**config.mk**
```make
export PLATFORM = sky130hd
export DESIGN_NAME = fetch_sequencer
export DESIGN_NICKNAME = d
export VERILOG_FILES = /design/src/rtl/fetch_sequencer.sv
export SDC_FILE = /design/constraint.sdc
export NUM_CORES = 1
export LEC_CHECK = 0
export BUFFER_PORTS_ARGS = -buffer_cell sky130_fd_sc_hd__buf_2
export CAP_MARGIN = 10
export CORE_MARGIN = 8
export CORE_UTILIZATION = 55
export CTS_BUF_LIST = sky130_fd_sc_hd__clkbuf_16
export DETAILED_ROUTE_END_ITERATION = 12
export HOLD_SLACK_MARGIN = 0.06
export PLACE_DENSITY = 0.79
export RECOVER_POWER = 25
export SYNTH_ARGS = -nofsm -noshare
export SYNTH_HDL_FRONTEND = slang
export SYNTH_SLANG_ARGS = --single-unit
```
**constraint.sdc**
```tcl
create_clock -name Clock -period 3.1 [get_ports Clock]
set_input_delay 0.775 -clock Clock [delete_from_list [all_inputs] [get_ports Clock]]
set_output_delay 0.775 -clock Clock [all_outputs]
set_load 0.02 [all_outputs]
```
**src/rtl/fetch_sequencer.sv**
```systemverilog
// Instruction fetch/issue sequencer: walks a registered-read ROM, strobes the
// processor Run for each instruction, and guards each execution with a watchdog.
module fetch_sequencer #(
  parameter int         ADDR_W  = 5,
  parameter logic [2:0] MVI_OP  = 3'b001,
  parameter int         TIMEOUT = 15
) (
  input  logic              Clock,
  input  logic              Reset,
  input  logic              Start,
  input  logic              Stop,
  input  logic              Step,
  input  logic              Done,
  input  logic [8:0]        DIN,
  output logic [ADDR_W-1:0] Address,
  output logic              Run,
  output logic              Busy,
  output logic              Error,
  output logic [7:0]        InstrCount
);

  // state  | meaning
  // IDLE   | parked, Address = PC, waiting for Start/Step
  // FETCH  | Address = PC, ROM read in flight
  // ISSUE  | Run pulse, DIN = mem[PC]; Address moves to PC+1 for the operand word
  // EXEC   | waiting for Done, watchdog counting down
  typedef enum logic [1:0] {
    S_IDLE  = 2'd0,
    S_FETCH = 2'd1,
    S_ISSUE = 2'd2,
    S_EXEC  = 2'd3
  } state_t;

  localparam int              WD_W    = (TIMEOUT > 1) ? $clog2(TIMEOUT) : 1;
  localparam logic [WD_W-1:0] WD_LOAD = WD_W'(TIMEOUT - 1);

  state_t            state, state_nxt;
  logic [ADDR_W-1:0] pc, pc_nxt;
  logic              cont, cont_nxt;
  logic              is_mvi, is_mvi_nxt;
  logic              error_q, error_nxt;
  logic [7:0]        count_q, count_nxt;
  logic [WD_W-1:0]   wd_cnt, wd_nxt;

  always_ff @(posedge Clock) begin
    if (Reset) begin
      state   <= S_IDLE;
      pc      <= '0;
      cont    <= 1'b0;
      is_mvi  <= 1'b0;
      error_q <= 1'b0;
      count_q <= 8'd0;
      wd_cnt  <= '0;
    end else begin
      state   <= state_nxt;
      pc      <= pc_nxt;
      cont    <= cont_nxt;
      is_mvi  <= is_mvi_nxt;
      error_q <= error_nxt;
      count_q <= count_nxt;
      wd_cnt  <= wd_nxt;
    end
  end

  always_comb begin
    state_nxt  = state;
    pc_nxt     = pc;
    is_mvi_nxt = is_mvi;
    error_nxt  = error_q;
    count_nxt  = count_q;
    wd_nxt     = wd_cnt;
    Address    = pc;
    Run        = 1'b0;

    // Stop beats Start whenever both arrive together
    if (Stop)       cont_nxt = 1'b0;
    else if (Start) cont_nxt = 1'b1;
    else            cont_nxt = cont;

    case (state)
      S_IDLE: begin
        if (Start && !Stop) begin
          state_nxt = S_FETCH;
          error_nxt = 1'b0;
        end else if (Step && !Start) begin
          state_nxt = S_FETCH;
          cont_nxt  = 1'b0;
          error_nxt = 1'b0;
        end
      end
      S_FETCH: begin
        state_nxt = S_ISSUE;
      end
      S_ISSUE: begin
        Run        = 1'b1;
        Address    = pc + ADDR_W'(1);
        is_mvi_nxt = (DIN[8:6] == MVI_OP);
        wd_nxt     = WD_LOAD;
        state_nxt  = S_EXEC;
      end
      S_EXEC: begin
        Address = pc + ADDR_W'(1);
        if (Done) begin
          pc_nxt    = pc + (is_mvi ? ADDR_W'(2) : ADDR_W'(1));
          count_nxt = (count_q != 8'hFF) ? count_q + 8'd1 : count_q;
          state_nxt = cont_nxt ? S_FETCH : S_IDLE;
        end else if (wd_cnt == '0) begin
          error_nxt = 1'b1;
          cont_nxt  = 1'b0;
          state_nxt = S_IDLE;
        end else begin
          wd_nxt = wd_cnt - WD_W'(1);
        end
      end
      default: begin
        state_nxt = S_IDLE;
      end
    endcase
  end

  assign Busy       = (state != S_IDLE);
  assign Error      = error_q;
  assign InstrCount = count_q;

endmodule

```
After elaboration in Yosys (flattened, before gate mapping)
Cells that the tools add are included.
Operators by class
  add/sub/neg operators: 4
  eq/ne operators: 10
  multiplexer cells: 24
  reductions and logical operators: 15
Operators by type and width (number)
  $mux W1: 12
  $mux W2: 5
  $add A8 B1 Y8 const B: 1
  $mux W4: 2
  $ne A8 B8 Y1 const B: 1
  $pmux W2 S4: 1
  $pmux W4 S2: 1
  $ne A2 B2 Y1 const B: 3
  $ne A3 B3 Y1 const B: 2
  $reduce_and A3 Y1: 2
  $reduce_bool A2 Y1: 3
  $add A5 B1 Y5 const B: 1
  $add A5 B2 Y5: 1
  $mux W5: 1
  $eq A2 B2 Y1 const B: 2
  $logic_not A4 Y1: 1
  $pmux W1 S2: 2
  $reduce_and A2 Y1: 2
  $reduce_and A4 Y1: 1
  $sub A4 B1 Y4 const B: 1
  $eq A3 B1 Y1 const B: 1
  $eq A2 B1 Y1 const B: 1
  $logic_and A1 B1 Y1: 2
  $logic_not A1 Y1: 2
  other kinds (2): 2
Storage, ports and cells
  bits in registers: 22
  input bits: 15
  output and inout port bits: 16
  word-level logic and storage cells: 60

Longest topological paths before layout
Gate-level depths: netlist of run 1.
  depth in word-level cells: 5
  mapped depth: 7
  gate-level depth less buffers: 7

Least setup slack after synthesis of run 1
Ideal clock, no wire load.
  path kind: register to output
  start: register state[0]
  end: output Address[4]
  arrival time: 1.606 ns
  data required time: 2.325 ns
  setup slack: 0.719 ns
  stages on the path, launching flop included: 6
  buffers on the path: 0
  cell sequence: dfxtp_1 inv_1 ha_1 o21ai_0 or2_2 xnor2_1
Between the ends
  cells in the longest elaborated chain, start to end: 3
  elaborated cells on any way between the ends: 4
  those cells by class: eq/ne: 2; mux: 1; reduce/logical: 1
RTL lines
  start: declaration: line 37  | state_t state, state_nxt;
  start signal: assignment: line 55  | state <= state_nxt;
  $eq A2 B2 Y1: line 80  | case (state)
  $reduce_or A2 Y1 (no line) *
  $mux W5 *
  end: declaration: line 15  | output logic [ADDR_W-1:0] Address,
Mark *: on every way between the ends. The rest lies on a longest branch, timed or not.

Worst setup path after layout of run 1
Same ends and word-level chain as after synthesis.

==> impl_results.md, run 1 <==
* Status: complete, no violations
* Class of the worst hold path: reg -> reg
* Count of boundary I/O pins at 31
* Seq/Total Area, Yosys at 36.10%
* Final number of hold-violating endpoints at 0
* Areal power density over the cells at 724.1 nW/um2
* Overall die width at 63.10 um
* Post-CTS Setup Bufs at 0
* Leakage power of the design at 0.5943 nW
* Combinational share of power at 31.8%
* Cts-stage hold buffer count at 0
* # placed instances at 185
* Yosys cell types at 41
* Top FF cell, synth: sky130_fd_sc_hd__dfxtp_1
* Source-to-sink clock delay at the later pin of the worst-skew pair at 260 ps
* Worst setup path category: reg -> out
* Multi-input gate area at 720.7 um2
* CTS Root Cell: sky130_fd_sc_hd__clkbuf_16
* Slew Limit Fails at 0
* Post-synthesis instance total at 137
* CP max FO at 12
* Internal power at 0.7107 mW
* RePlAce Congestion at 0.7611
* Type of origin of the critical path: flip-flop
* Clock buffers created by TritonCTS at 3
* Switching share of total power at 32.26%
* Core area at 2148 um2
* Depth of the CTS H-tree at 1
* Number of nets at the end of the flow at 186
* Average routed wire per standard cell at 13.79 um
* Fill cell instance count of the final layout at 196
* Synth Register Bits at 22
* First-pass iteration count of the detailed router at 2
* Critical Path Sink Type: primary output
* Aggregate global routing overflow at 0
* Slew at the pin closest to its max-slew limit at 466.0 ps
* Diodes inserted at 0
* Syn_nets at 161
* Final cell count without fillers at 189
* Die area at 3981 um2
* Vias per cell at 5.571
* Ys async rst share at 0%
* Sink Count at 22
* Chip Height at 63.10 um
* Number of antenna violations at the first check in global routing at 0
* Max IR drop VDD at 0.5091 mV
* Relative contribution of the clock network to total power at 34.7%
* Time the worst path needs with I/O delays and setup at 2676 ps
* CP arrival at 1900 ps
* Overall routing resource usage at 13.61%
* Number of failing setup endpoints in the final timing report at 0
* Number of cell rows at 17
* First-pass GRT wire length at 4498 um
* Sequential cell fraction of total power at 33.5%
* Setup repair after global routing missed its margin: no
* Clock-pin slew reported for the worst setup and hold paths after clock tree synthesis at 60 ps
* Number of flops mapped to enable cells by yosys at 0
* 1st-iter DRT viols at 13
* CTS tree: yes
* F_max at 373.6 MHz
* Post-route setup TNS at 0 ps
* Pin count of the biggest net entering global routing at 24
* Final antenna-violating net count at 0
* Post-DP HPWL at 1912 um
* Critical path required time at 2320 ps
* Clock tree buffer depth at 2
* Max cap viols at 0
* Vias after detailed routing at 1053
* Number of global-route vias before repair at 1078
* Slew Limit Headroom at 68.60%
* Synthesis Warnings at 0
* Total of buffers placed on input and output ports at 24
* Final worst-path cycle share at 86.34%
* Reported net switching power at 0.3385 mW
* Wire length after detailed routing at 2606 um
* Clk_skew at 4.058 ps
* Post-synth design cell area at 1220 um2
* Area grow syn2layout at 18.77%
* Initial standard-cell utilization of the core at 56.79%
* Flip-flop and latch area at 440.4 um2
* Share of layout cells above drive strength 1 at 17.39%
* Syn avg cell area at 8.905 um2
* Post-cts resize count at 0
* Detailed-route DRC error count at 0
[metrics by stage]
step                power, mW  utilization, %  setup slack [ps]  area [um2]  hold slack, ps
floorplan              0.6224               -             718.9        1220           449.9
global placement       0.6848           62.96             753.9        1353           465.6
detailed placement     0.7013           62.96             719.0        1353           470.0
CTS                     1.067           67.85             414.3        1458           491.3
global route            1.117           67.44             278.4        1449           519.0
finish                  1.049           67.44             423.6        1449           475.9
[registers in the layout (all words and copies together), names as in the netlist]
name,flops
state,2
wd_cnt,4
pc,5
cont,1
Error,1
InstrCount,8
is_mvi,1
[routing by layer]
metal	GRT usage (%)	part of all wire, %	vias up
met5	0	0	-
met4	7.977	2.5	0
met3	4.594	4.3	9
met2	23.69	50	22
met1	13.80	43	493
li1	-	-	529
[kinds of logic (layout without fill, tap and decap cells)]
group	Yosys count	count (layout)	synth area share, %
flops	22	22	36.10
buf+inv	13	37	4.615
mux	5	5	4.718
compound gates	30	30	16.92
simple gates	47	47	19.90
fa+ha+maj	9	9	9.847
xor+xnor	11	11	7.897
[cells in the mapped netlist, types with 2 or more instances]
cell type	n	share of area, %
sky130_fd_sc_hd__a21oi_1	9	3.7
sky130_fd_sc_hd__a211oi_1	2	1.2
sky130_fd_sc_hd__nor2_1	14	4.3
sky130_fd_sc_hd__clkbuf_1	3	0.92
sky130_fd_sc_hd__dfxtp_1	22	36
sky130_fd_sc_hd__ha_1	8	8.2
sky130_fd_sc_hd__mux2i_1	2	1.6
sky130_fd_sc_hd__o21bai_1	2	1.2
sky130_fd_sc_hd__nand3_1	3	1.2
sky130_fd_sc_hd__a311oi_1	4	2.9
sky130_fd_sc_hd__nor3_1	3	1.2
sky130_fd_sc_hd__nand2b_1	3	1.5
sky130_fd_sc_hd__nand2_1	9	2.8
sky130_fd_sc_hd__o211ai_1	3	1.8
sky130_fd_sc_hd__xor2_1	4	2.9
sky130_fd_sc_hd__inv_1	9	2.8
sky130_fd_sc_hd__nor2b_1	2	1.0
sky130_fd_sc_hd__o21ai_0	4	1.6
sky130_fd_sc_hd__mux2_2	2	1.8
sky130_fd_sc_hd__xnor2_1	7	5.0
sky130_fd_sc_hd__and3_1	2	1.0
[critical path, stage by stage (launching register included)]
cell	delay, ps
sky130_fd_sc_hd__dfxtp_1	380
sky130_fd_sc_hd__ha_1	410
sky130_fd_sc_hd__o21ai_0	210
sky130_fd_sc_hd__or2_2	340
sky130_fd_sc_hd__xnor2_1	130
sky130_fd_sc_hd__buf_2	180
[placed cells by master, fill, tap and decap left out, drive strengths merged]
cell	instances
a211oi	2
a21oi	9
a22o	1
a311oi	4
a32oi	1
and2	1
and2b	1
and3	2
and4b	1
buf	19
bufinv	1
clkbuf	8
dfxtp	22
fa	1
ha	8
inv	9
mux2	3
mux2i	2
nand2	9
nand2b	3
nand3	3
nand4	1
nor2	15
nor2b	2
nor3	3
nor3b	1
o2111a	1
o2111ai	1
o211ai	3
o21ai	4
o21bai	2
o31ai	1
o32ai	1
or2	1
or2b	1
or3	1
or3b	1
or4	1
xnor2	7
xor2	4
[final timing paths]
kind	from	to	slack, ps	depth (start not counted)
max	state[0]	Address[4]	420	5
min	wd_cnt[3]	wd_cnt[3]	480	1
max reg2reg	state[0]	InstrCount[6]	1090	5
min reg2reg	wd_cnt[3]	wd_cnt[3]	480	1
[power by group through the flow]
stage | combinational (mW) | clock (mW) | sequential [mW]
2_1_floorplan | 0.270 | 0 | 0.353
3_3_place_gp | 0.331 | 0 | 0.354
3_5_place_dp | 0.343 | 0 | 0.358
4_1_cts | 0.346 | 0.368 | 0.353
5_1_grt | 0.374 | 0.385 | 0.358
6_report | 0.334 | 0.364 | 0.352
[cell type report]
| class | instances | share of cell area (%) |
|---|---|---|
| clock buffer | 3 | 5.181 |
| clock inverter | 1 | 2.073 |
| inverter | 9 | 2.332 |
| multi-input combinational | 102 | 49.74 |
| sequential | 22 | 30.40 |
| tap | 28 | 2.418 |
| timing repair buffer | 24 | 7.858 |
No activity file was read; power rests on OpenSTA's default activity.
==> run 2: changes to the inputs <==
Settings changed: BUFFER_PORTS_ARGS -buffer_cell sky130_fd_sc_hd__buf_2 to unset, DONT_BUFFER_PORTS set to 1, PLACE_DENSITY 0.79 to 0.67.
==> run 2 against run 1 <==
Compared with the run above: flip-flop and latch count did not move; cell count fell by 12%; critical path depth did not move; sequential power barely moved; combinational power fell by 6.9%; worst setup slack improved by 34 ps; wire length fell by 7.4%; hold slack improved by 3.1 ps; largest cell class unchanged; largest power group is now registers.
==> impl_results.md, run 2 (same netlist as run 1, synthesis figures left out) <==
* DP Area at 1247 um2
* Area grow syn2layout at 8.102%
* Post-place setup slack at 852.0 ps
* Max cap viols at 0
* Final worst-path cycle share at 85.24%
* Post-CTS Setup Bufs at 0
* Slew at the pin closest to its max-slew limit at 511.0 ps
* Leading cell types in the layout, fill and taps excluded: 22 x sky130_fd_sc_hd__dfxtp_1, 14 x sky130_fd_sc_hd__nor2_1, 9 x sky130_fd_sc_hd__inv_1, 9 x sky130_fd_sc_hd__nand2_1, 9 x sky130_fd_sc_hd__a21oi_1
* Sink Count at 22
* Reg-to-reg critical path endpoint: InstrCount[5]
* CP arrival at 1870 ps
* Number of failing setup endpoints in the final timing report at 0
* Hold WS at 478.9 ps
* CTS Root Cell: sky130_fd_sc_hd__clkbuf_16
* Critical Path Sink Type: primary output
* CTS tree: yes
* Clock buffers created by TritonCTS at 3
* Type of origin of the critical path: flip-flop
* Final cell count without fillers at 167
* Register-to-register path setup slack at 1000 ps
* Time the worst path needs with I/O delays and setup at 2642 ps
* Number of nets at the end of the flow at 164
* Post-cts resize count at 0
* Worst-case reg-to-reg path depth at 6
* # placed instances at 163
* Chip Height at 63.10 um
* Clock-pin slew reported for the worst setup and hold paths after clock tree synthesis at 50 ps
* Most common cell after layout, fill and taps aside: sky130_fd_sc_hd__dfxtp_1
* Aggregate global routing overflow at 0
* Final antenna-violating net count at 0
* Diodes inserted at 0
* Max IR drop VDD at 0.4414 mV
* Detailed-route DRC error count at 0
* Leakage power of the design at 0.4846 nW
* Count of boundary I/O pins at 31
* End point of the critical path: Address[3]
* Post-DP HPWL at 1828 um
* Status: complete, no violations
* Final Total Pwr at 0.9321 mW
* Die area at 3981 um2
* Critical Path Start: state[0]
* Vias after detailed routing at 973
* Flip-flop count of the largest register after layout at 8
* Critical path required time at 2320 ps
* Pin count of the biggest net entering global routing at 24
* Slew Limit Fails at 0
* Areal power density over the cells at 706.8 nW/um2
* First-pass GRT wire length at 4333 um
* Vias per cell at 5.826
* Source-to-sink clock delay at the later pin of the worst-skew pair at 250 ps
* Overall routing resource usage at 12.78%
* Total of buffers placed on input and output ports at 0
* Wire length after detailed routing at 2412 um
* Setup repair after global routing missed its margin: no
* Worst setup path category: reg -> out
* 1st-iter DRT viols at 37
* Depth of the CTS H-tree at 1
* Post-route setup TNS at 0 ps
* CP max FO at 6
* Number of global-route vias before repair at 1014
* Cts-stage hold buffer count at 0
* Final number of hold-violating endpoints at 0
* Overall die width at 63.10 um
* First-pass iteration count of the detailed router at 4
* Class of the worst hold path: reg -> reg
* Number of antenna violations at the first check in global routing at 0
* F_max at 378.4 MHz
* Clock tree buffer depth at 2
* Share of layout cells above drive strength 1 at 6.475%
* Final Cell Area at 1319 um2
* Slew Limit Headroom at 65.57%
* Finished Core Util at 61.39%
* Minimum setup slack in the final design at 457.6 ps
* RePlAce Congestion at 0.7628
* Clk_skew at 3.225 ps
* Core area at 2148 um2
* Number of cell rows at 17
* Average routed wire per standard cell at 14.44 um
* Min-Delay Startpoint: wd_cnt[3]
* Reg-to-reg critical path startpoint: state[1]
* Initial standard-cell utilization of the core at 56.79%
-- run 2: cell count changes in the layout (fill, tap and decap cells not counted), sizes merged --
cell | before | now
buf | 19 | 0
clkbuf | 8 | 5
bufinv | 1 | 0
clkinv | 0 | 1
-- run 2: layer usage --
| metal | global-route usage, % | up-vias | share of wire (%) |
|---|---|---|---|
| li1 | - | 488 | - |
| met1 | 14.45 | 461 | 45 |
| met2 | 22.02 | 20 | 47 |
| met3 | 4.064 | 4 | 6.9 |
| met4 | 4.274 | 0 | 1.3 |
| met5 | 0 | - | 0 |
-- run 2: power breakdown --
| part | switching [mW] | total, mW | internal (mW) | leakage (nW) |
|---|---|---|---|---|
| Combinational | 0.186 | 0.311 | 0.125 | 0.268 |
| Sequential | 0.0351 | 0.354 | 0.319 | 0.178 |
| Clock | 0.0953 | 0.267 | 0.172 | 0.0385 |
| Total | 0.316 | 0.932 | 0.616 | 0.485 |
-- run 2: how the worst min path moves through the flow --
stage | end | depth (start not counted)
2_1_floorplan | wd_cnt[3] | 1
3_3_place_gp | wd_cnt[3] | 1
3_5_place_dp | wd_cnt[3] | 1
4_1_cts | wd_cnt[3] | 1
5_1_grt | wd_cnt[3] | 1
6_report | wd_cnt[3] | 1
-- run 2: layout make-up --
class	instances	area [um2]
well taps	28	35.03
flip-flops and latches	22	440.4
inverters	9	33.78
fillers	183	829.5
clock buffers	3	75.07
clock inverters	1	3.754
multi-input cells	102	723.2
repair buffers	2	7.507
-- run 2: worst max-delay path: stages (launching register included) --
cell                        delay [ps]
sky130_fd_sc_hd__dfxtp_1           330
sky130_fd_sc_hd__inv_1              80
sky130_fd_sc_hd__ha_1              170
sky130_fd_sc_hd__clkbuf_1          390
sky130_fd_sc_hd__o2111ai_1         190
sky130_fd_sc_hd__xnor2_1           440
